<file path="src/rtl/alu_arb_pkg.sv">
// alu_arb_pkg: shared types and constants for the ALU arbiter slice.
// Contents: FSM state encoding, ALU opcode width, default datapath width.
// No ports; imported by rr_pick and alu_arbiter.
package alu_arb_pkg;

  localparam int ALU_OPW = 3;
  localparam int DEF_W   = 8;

  typedef enum logic [1:0] {
    IDLE = 2'd0,
    EXEC = 2'd1,
    RESP = 2'd2
  } state_t;

endpackage

</file>
<file path="src/rtl/rr_pick.sv">
// rr_pick: combinational grant selection among NREQ requesters.
// Ports: req (request vector), last (previous winner, round-robin build only),
//        gnt (one-hot grant), gnt_idx (binary index of the grant).
// Build option ALU_ARB_FIXED_PRIO_EN: lowest index wins and the last input is removed.
module rr_pick
  import alu_arb_pkg::*;
#(
  parameter int NREQ = 4,
  parameter int IDW  = 2
) (
  input  logic [NREQ-1:0] req,
`ifndef ALU_ARB_FIXED_PRIO_EN
  input  logic [IDW-1:0]  last,
`endif
  output logic [NREQ-1:0] gnt,
  output logic [IDW-1:0]  gnt_idx
);

`ifdef ALU_ARB_FIXED_PRIO_EN
  // Scan from the top down so the lowest set index is the final assignment.
  always_comb begin
    gnt     = '0;
    gnt_idx = '0;
    for (int i = NREQ - 1; i >= 0; i--) begin
      if (req[i]) begin
        gnt     = '0;
        gnt[i]  = 1'b1;
        gnt_idx = IDW'(i);
      end
    end
  end
`else
  logic found;

  // Search starts one past the previous winner and wraps; last is always < NREQ,
  // so a single conditional subtraction is enough for the modulo.
  always_comb begin
    int idx;
    gnt     = '0;
    gnt_idx = '0;
    found   = 1'b0;
    for (int k = 1; k <= NREQ; k++) begin
      idx = int'(last) + k;
      if (idx >= NREQ) idx = idx - NREQ;
      if (!found && req[idx]) begin
        found    = 1'b1;
        gnt[idx] = 1'b1;
        gnt_idx  = IDW'(idx);
      end
    end
  end
`endif

endmodule

</file>
<file path="src/rtl/alu_arbiter.sv">
// alu_arbiter: shares one external combinational ALU among NREQ requesters.
// Ports: clk/rst (sync active-high), req_valid/req_ready/req_a/req_b/req_op (per-requester
//        commands), rsp_valid/rsp_ready/rsp_r/rsp_id (shared response), alu_a/alu_b/alu_op/alu_r
//        (ALU connection), busy. Build option ALU_ARB_FIXED_PRIO_EN selects fixed priority.
module alu_arbiter
  import alu_arb_pkg::*;
#(
  parameter int NREQ = 4,
  parameter int W    = DEF_W,
  parameter int IDW  = 2
) (
  input  logic                    clk,
  input  logic                    rst,
  input  logic [NREQ-1:0]         req_valid,
  output logic [NREQ-1:0]         req_ready,
  input  logic [NREQ*W-1:0]       req_a,
  input  logic [NREQ*W-1:0]       req_b,
  input  logic [NREQ*ALU_OPW-1:0] req_op,
  output logic                    rsp_valid,
  input  logic                    rsp_ready,
  output logic [W-1:0]            rsp_r,
  output logic [IDW-1:0]          rsp_id,
  output logic [W-1:0]            alu_a,
  output logic [W-1:0]            alu_b,
  output logic [ALU_OPW-1:0]      alu_op,
  input  logic [W-1:0]            alu_r,
  output logic                    busy
);

  state_t               state;
  state_t               nxt_state;
  logic [W-1:0]         opa_q;
  logic [W-1:0]         opb_q;
  logic [ALU_OPW-1:0]   op_q;
  logic [IDW-1:0]       id_q;
  logic [NREQ-1:0]      gnt;
  logic [IDW-1:0]       gnt_idx;
`ifndef ALU_ARB_FIXED_PRIO_EN
  logic [IDW-1:0]       last_q;
`endif

  rr_pick #(
    .NREQ (NREQ),
    .IDW  (IDW)
  ) u_pick (
    .req     (req_valid),
`ifndef ALU_ARB_FIXED_PRIO_EN
    .last    (last_q),
`endif
    .gnt     (gnt),
    .gnt_idx (gnt_idx)
  );

  // Operand registers feed the ALU directly: they only change on accept, so the
  // ALU inputs stay quiet in IDLE and RESP and are stable through EXEC.
  assign alu_a  = opa_q;
  assign alu_b  = opb_q;
  assign alu_op = op_q;
  assign rsp_id = id_q;

  always_comb begin
    nxt_state = state;
    req_ready = '0;
    rsp_valid = 1'b0;
    busy      = 1'b0;
    case (state)
      IDLE: begin
        // Gated by rst so no handshake completes in a cycle whose state update is discarded.
        if (!rst) req_ready = gnt;
        if (|req_valid) nxt_state = EXEC;
      end
      EXEC: begin
        busy      = 1'b1;
        nxt_state = RESP;
      end
      RESP: begin
        busy      = 1'b1;
        rsp_valid = 1'b1;
        if (rsp_ready) nxt_state = IDLE;
      end
      default: nxt_state = IDLE;
    endcase
  end

  always_ff @(posedge clk) begin
    if (rst) begin
      state  <= IDLE;
      opa_q  <= '0;
      opb_q  <= '0;
      op_q   <= '0;
      id_q   <= '0;
      rsp_r  <= '0;
`ifndef ALU_ARB_FIXED_PRIO_EN
      // Pointing at the top requester makes requester 0 the first winner.
      last_q <= IDW'(NREQ - 1);
`endif
    end else begin
      state <= nxt_state;
      if (state == IDLE && |req_valid) begin
        opa_q <= req_a[int'(gnt_idx)*W +: W];
        opb_q <= req_b[int'(gnt_idx)*W +: W];
        op_q  <= req_op[int'(gnt_idx)*ALU_OPW +: ALU_OPW];
        id_q  <= gnt_idx;
      end
      if (state == EXEC) rsp_r <= alu_r;
`ifndef ALU_ARB_FIXED_PRIO_EN
      // Pointer advances only once the response is consumed.
      if (state == RESP && rsp_ready) last_q <= id_q;
`endif
    end
  end

endmodule

</file>
<file path="config.mk">
export PLATFORM = sky130hd
export DESIGN_NAME = alu_arbiter
export DESIGN_NICKNAME = d
export VERILOG_FILES = /design/src/rtl/alu_arb_pkg.sv /design/src/rtl/rr_pick.sv /design/src/rtl/alu_arbiter.sv
export SDC_FILE = /design/constraint.sdc
export NUM_CORES = 1
export LEC_CHECK = 0
export ABC_AREA = 1
export CORE_AREA = 2 2 88 90
export CTS_BUF_LIST = sky130_fd_sc_hd__clkbuf_4
export DETAILED_ROUTE_END_ITERATION = 6
export DIE_AREA = 0 0 90 92
export PLACE_DENSITY = 0.78
export SLEW_MARGIN = 15
export SYNTH_ARGS = -nofsm -noshare
export SYNTH_HDL_FRONTEND = slang
export SYNTH_SLANG_ARGS = --single-unit
</file>
<file path="constraint.sdc">
create_clock -name clk -period 2.05 [get_ports clk]
set_input_delay 0.205 -clock clk [delete_from_list [all_inputs] [get_ports clk]]
set_output_delay 0.205 -clock clk [all_outputs]
set_load 0.05 [all_outputs]
</file>
# Yosys cells after proc, flatten, opt, wreduce, memory -nomap -nowiden
# Cells that the tools add are included.
word_totals:
  register_bits: 33
  wordCells: 96
op_classes:
  n_lt_le_gt_ge: 12
  n_shift: 3
  n_bitwise: 3
  reduce_logical: 16
  addsub: 8
  muxes: 42
  n_eq_ne: 4
  multipliers: 1
op_table:
  columns: ["op", "n"]
  rows:
  - ["32-bit by 1-bit greater-or-equal comparator with 1-bit output, second input constant", 4]
  - ["32-bit by 4-bit greater-or-equal comparator with 1-bit output, second input constant", 4]
  - ["32-bit by 4-bit less-than comparator with 1-bit output, second input constant", 4]
  - ["32-bit 2-to-1 mux", 4]
  - ["32-bit by 4-bit subtractor with 32-bit output, second input constant", 4]
  - ["32-bit by 6-bit indexed part select with 8-bit output", 2]
  - ["4-bit 2-to-1 mux", 6]
  - ["1-bit 2-to-1 mux", 17]
  - ["2-bit 2-to-1 mux", 6]
  - ["4-bit OR", 3]
  - ["12-bit by 5-bit indexed part select with 3-bit output", 1]
  - ["1-bit logical AND", 9]
  - ["1-bit binary-select mux with 2-bit select", 4]
  - ["1-bit demux with 2-bit select", 4]
  - ["2-bit by 2-bit adder with 3-bit output, second input constant", 2]
  - ["2-bit one-hot mux with 3 select lines", 1]
  - ["2-bit by 3-bit adder with 4-bit output, second input constant", 1]
  - ["2-bit by 2-bit multiplier with 4-bit output, second input constant", 1]
  - ["4-bit OR reduction", 1]
  - ["2-bit by 1-bit adder with 3-bit output, second input constant", 1]
  - ["1-bit zero test", 3]
  - ["2-bit by 1-bit == test with 1-bit output, second input constant", 1]
  - ["2-bit == test, second input constant", 1]
  - ["2-bit zero test", 1]
  - ["4 further kinds", 4]

# Longest topological paths before layout
logic_depth:
  word_depth: 18
  ltp_mapped: 18
  mapped_depth_nobuf: 15

# Hierarchy
# From an unflattened synthesis, not the netlist that was laid out.
unflattened:
  cells_unflattened: 471
  hier_area_um2: 2728.9
by_module_without_submodules:
  columns: ["module", "area_per_inst_um2", "cells_each", "instances"]
  rows:
  - ["alu_arbiter", 2185.8, 387, 1]
  - ["rr_pick", 543.0, 84, 1]

# Least setup slack after synthesis
# Ideal clock, no wire load.
synth_timing:
  path_kind: "register -> output"
  from: "register last_q[0]"
  to: "output req_ready[2]"
  arrival_time_ns: 2.009
  n_path_buf: 1
  slack_ns: -0.164
  required_ns: 1.845
  path_stages_with_launch: 14
  path_cell_list: "dfxtp_1 -> buf_6 -> inv_4 -> ha_1 -> inv_1 -> nand3_2 -> nand2_4 -> inv_2 -> nand2_1 -> nor2_1 -> nand2_1 -> o221ai_1 -> nand2_1 -> inv_1"
synth_between:
  elab_chain_cells: 18
  word_cells_on_any_way: 66
  classes_between: "add/sub (8); order compare (12); mux (33); bitwise (3); reduce/logical (10)"
synth_rtl:
  columns: ["item", "line", "rtl"]
  rows:
  - ["start: declaration", "alu_arbiter.sv:39", "logic [IDW-1:0] last_q;"]
  - ["start signal: assignment", "alu_arbiter.sv:95", "last_q <= IDW'(NREQ - 1);"]
  - ["start signal: assignment", "alu_arbiter.sv:108", "if (state == RESP && rsp_ready) last_q <= id_q;"]
  - ["branches (longest 15 deep; another with 32-bit by 4-bit subtractor with 32-bit output)", null, null]
  - ["4-bit 2-to-1 mux *", "rr_pick.sv:45", "if (!found && req[idx]) begin"]
  - ["4-bit 2-to-1 mux *", "alu_arbiter.sv:69", "if (!rst) req_ready = gnt;"]
  - ["4-bit 2-to-1 mux *", "alu_arbiter.sv:66", "case (state)"]
  - ["end: declaration", "alu_arbiter.sv:15", "output logic [NREQ-1:0] req_ready,"]
# Every way passes the cells marked *. The select of a mux whose other input is x is not followed.

# Worst setup path in the final report
layout_timing:
  from: "register last_q[0]"
  to: "output req_ready[0]"
# The elaborated chain is that of the path after synthesis.

==> impl_results.md <==
* Fmax at around 430 MHz
* Mean Syn Cell Area at around 5.7 um2
* Dominant cell type by area after synthesis: dfxtp_1
* Post-synth ARST share at 0%
* HP Class: input pin to flop
* First-pass GRT wire length at 14300 um
* Top-count cell post-synth: inv_1
* H-tree depth at 2
* RSZ-0062 raised after global routing: yes
* Relative slew margins at between 30% and 40%
* Die Y at roughly 90 um
* Fillers at 708
* Register area at between 600 and 700 um2
* Antenna violations before repair at 0
* Multi-input gate area at between 1500 and 2000 um2
* Arr. time, crit path at between 2000 and 2500 ps
* Largest family of logic cells by synthesized area: simple AND/OR/NAND/NOR gates
* Pre-CTS setup slack at -173 ps
* Initial DRC Count at 129
* Synth Flop Type: dfxtp_1
* Worst Path Max Fanout at 5
* Number of global-route vias before repair at between 3000 and 4000
* Synth top area share at about a quarter
* TritonCTS Sinks at 33
* Ports at around 130
* Via count at around 3500
* Crit path to: req_ready[0]
* Die width at approximately 90 um
* Min cycle time layout at 2330 ps
* Worst Setup SP: last_q[0]
* Largest net degree at the start of global routing at 44
* Cells after Synth at a little under 500
* Crit start category: flop
* PnR worst setup slack at -279 ps
* Final setup fails at 23
* First-pass iteration count of the detailed router at 4
* Critical Path Sink Type: output pin
* Port bufs at 125
* Violated checks: negative setup slack
* P_leak at between 2 and 2.5 nW
* CTS buffer count at 5
* Core area at around 7400 um2
* Unique cell type count in the Yosys netlist at 28
* Setup Crit Path Kind: flop to output pin
* Top cells by count, synth: inv_1 (124), nand3_1 (103), nand2_1 (88)
* Register area share after synthesis at 23.7%
* FF-to-FF Start: last_q[0]
* Area growth syn-to-layout at 67.4%
* CTS tree: done
* Peak supply drop at roughly 0.66 mV
* Post-synth EDFFs at 0
* Reg2reg path depth at 15
* DR vias/cell at just under 5
* Status: finished with violations
* Max Cap Viol at 0
* Starting Density at 37.4%
* Row cnt at 32
* Critical path required time at between 1500 and 2000 ps
* Clock root buffer master: clkbuf_4
* Routed Antenna Nets at 0
* Synth Area in XOR/XNOR at 0%
* Mapped Area at approximately 2800 um2
* Pwr dens at between 800 and 900 nW/um2
* Slew @ Worst Pin at 959 ps
* Grt ovf at 0
* Hold Fails Final Rpt at 0
* Reg2Reg Setup Slack at -190 ps
* Routed len/inst at 12.8 um
* Clock latency at the later pin of the worst-skew pair at 350 ps
* Antenna diodes at 0
* Clock-pin transition on the worst setup and hold timing paths at ~130 ps
* Largest cells by area after synthesis: dfxtp_1 (24%), nand3_1 (19%), inv_1 (17%)
* Max-slew violations at 0
* Post-DP HPWL at 6430 um
* Synth Area in Simple Gates at between 40% and 50%
* Remaining DRCs at 0
* Total GRT Usage at about 20%
* Syn nets at between 500 and 600
* Synth warnings at 0
* Post-synthesis mux area share at 0%
* Routability cong. at between 0.9 and 1
* Fin crit share at 114%
* Final layout net count at between 700 and 800
* Worst Clk Skew at between 15 and 20 ps
* Layout cells sized above 1 at about 14%
* # hold bufs at CTS at 0
* Worst-case clock buffer depth at 2
* Complex-gate fraction of the synthesized area at a little under 6%
* Design Power at ~3.8 mW
* Die area at 8280 um2
* Post-Synth Adder-Cell Area at 5.40%
* Total wire length at about 9000 um
* Reg2reg end: alu_op[1]
* Synth Register Bits at 33
-- layout by cell type (no fill, tap or decap), drive strengths merged --
cell type,synthesis,routed
a21oi,5,5
a22oi,1,1
a31oi,1,1
buf,16,26
bufbuf,0,1
bufinv,0,1
clkbuf,8,6
clkdlybuf4s50,0,119
clkinv,0,1
clkinvlp,0,4
dfxtp,33,33
dlygate4sd2,0,1
ha,12,12
inv,128,125
nand2,96,96
nand3,105,105
nand4,1,1
nor2,59,59
nor4,1,1
o211ai,2,2
o21a,1,1
o21ai,14,14
o221ai,1,1
o22ai,4,4
-- state kept, by name, summed over array words and instances (netlist names) --
| name | cells |
|---|---|
| alu_op | 3 |
| rsp_id | 2 |
| last_q | 2 |
| rsp_r | 8 |
| alu_b | 8 |
| state | 2 |
| alu_a | 8 |
-- worst min-delay path by stage --
| stage | end | startpoint | cells after the start |
|---|---|---|---|
| CTS | rsp_r[4] | alu_r[4] | 3 |
| global route | rsp_r[7] | alu_r[7] | 3 |
| floorplan | rsp_r[5] | alu_r[5] | 2 |
| finish | rsp_r[4] | alu_r[4] | 3 |
| detailed placement | last_q[1] | rsp_id[1] | 2 |
| global placement | rsp_r[2] | rsp_r[2] | 2 |
-- cell type report --
cell class              count  share of cell area, %
inverters                 128                   10.8
clock buffers               5                  0.806
flip-flops and latches     33                   14.2
repair buffers            148                   34.9
well taps                 102                   2.74
multi-input cells         303                   35.5
clock inverters             3                  0.994
-- per-stage QoR --
step / hold slack (ps) / cells / utilization [%] / TNS (ps) / cell area (um2)
finish: 429 / 722 / 62.5 / -3290 / 4660
global route: 433 / 722 / 62.5 / -6760 / 4660
CTS: 422 / 719 / 60.6 / -2020 / 4510
detailed placement: 494 / 704 / 56.8 / -3140 / 4230
global placement: 475 / 704 / 56.8 / -1050 / 4230
floorplan: 340 / 488 / - / 0 / 2810
-- what timing repair did --
item / in CTS / in global routing
pin swaps: 18 / 10
cloned: 3 / 1
buffers inserted: 4 / 2
gates resized for setup: 30 / 22
setup endpoints to repair: 22 / 26
-- where the power goes --
group          internal, mW  leakage (nW)  total [mW]  switching (mW)
logic                  1.01          2.14        2.46            1.46
registers             0.779         0.273       0.858          0.0781
clock network         0.258        0.0414       0.519           0.260
total                  2.04          2.45        3.84            1.80
-- critical path, cell delays in order, from the launching register on --
cell and delay (ps):
dfxtp_2 380, inv_4 50, ha_4 300, inv_4 50
nand3_4 80, nand2_8 90, inv_6 70, buf_6 110
o22ai_2 70, a21oi_1 150, o21ai_1 80, nand2_1 100
clkinvlp_4 100, buf_12 150
-- cells by family (layout without fill, tap and decap cells) --
logic type | count (synthesis) | count (layout)
AO/OA/AOI/OAI | 29 | 29
adder cells (fa/ha/maj) | 12 | 12
buffers and inverters | 152 | 284
flip-flops | 33 | 33
AND/OR/NAND/NOR | 262 | 262
-- layer usage --
| metal | track usage (%) | wire length, um |
|---|---|---|
| met1 | 24.4 | 3790 |
| met2 | 37.7 | 4690 |
| met3 | 5.26 | 620 |
| met4 | 4.10 | 121 |
| met5 | 0 | 0 |
Power figures use the tool's default switching activity.
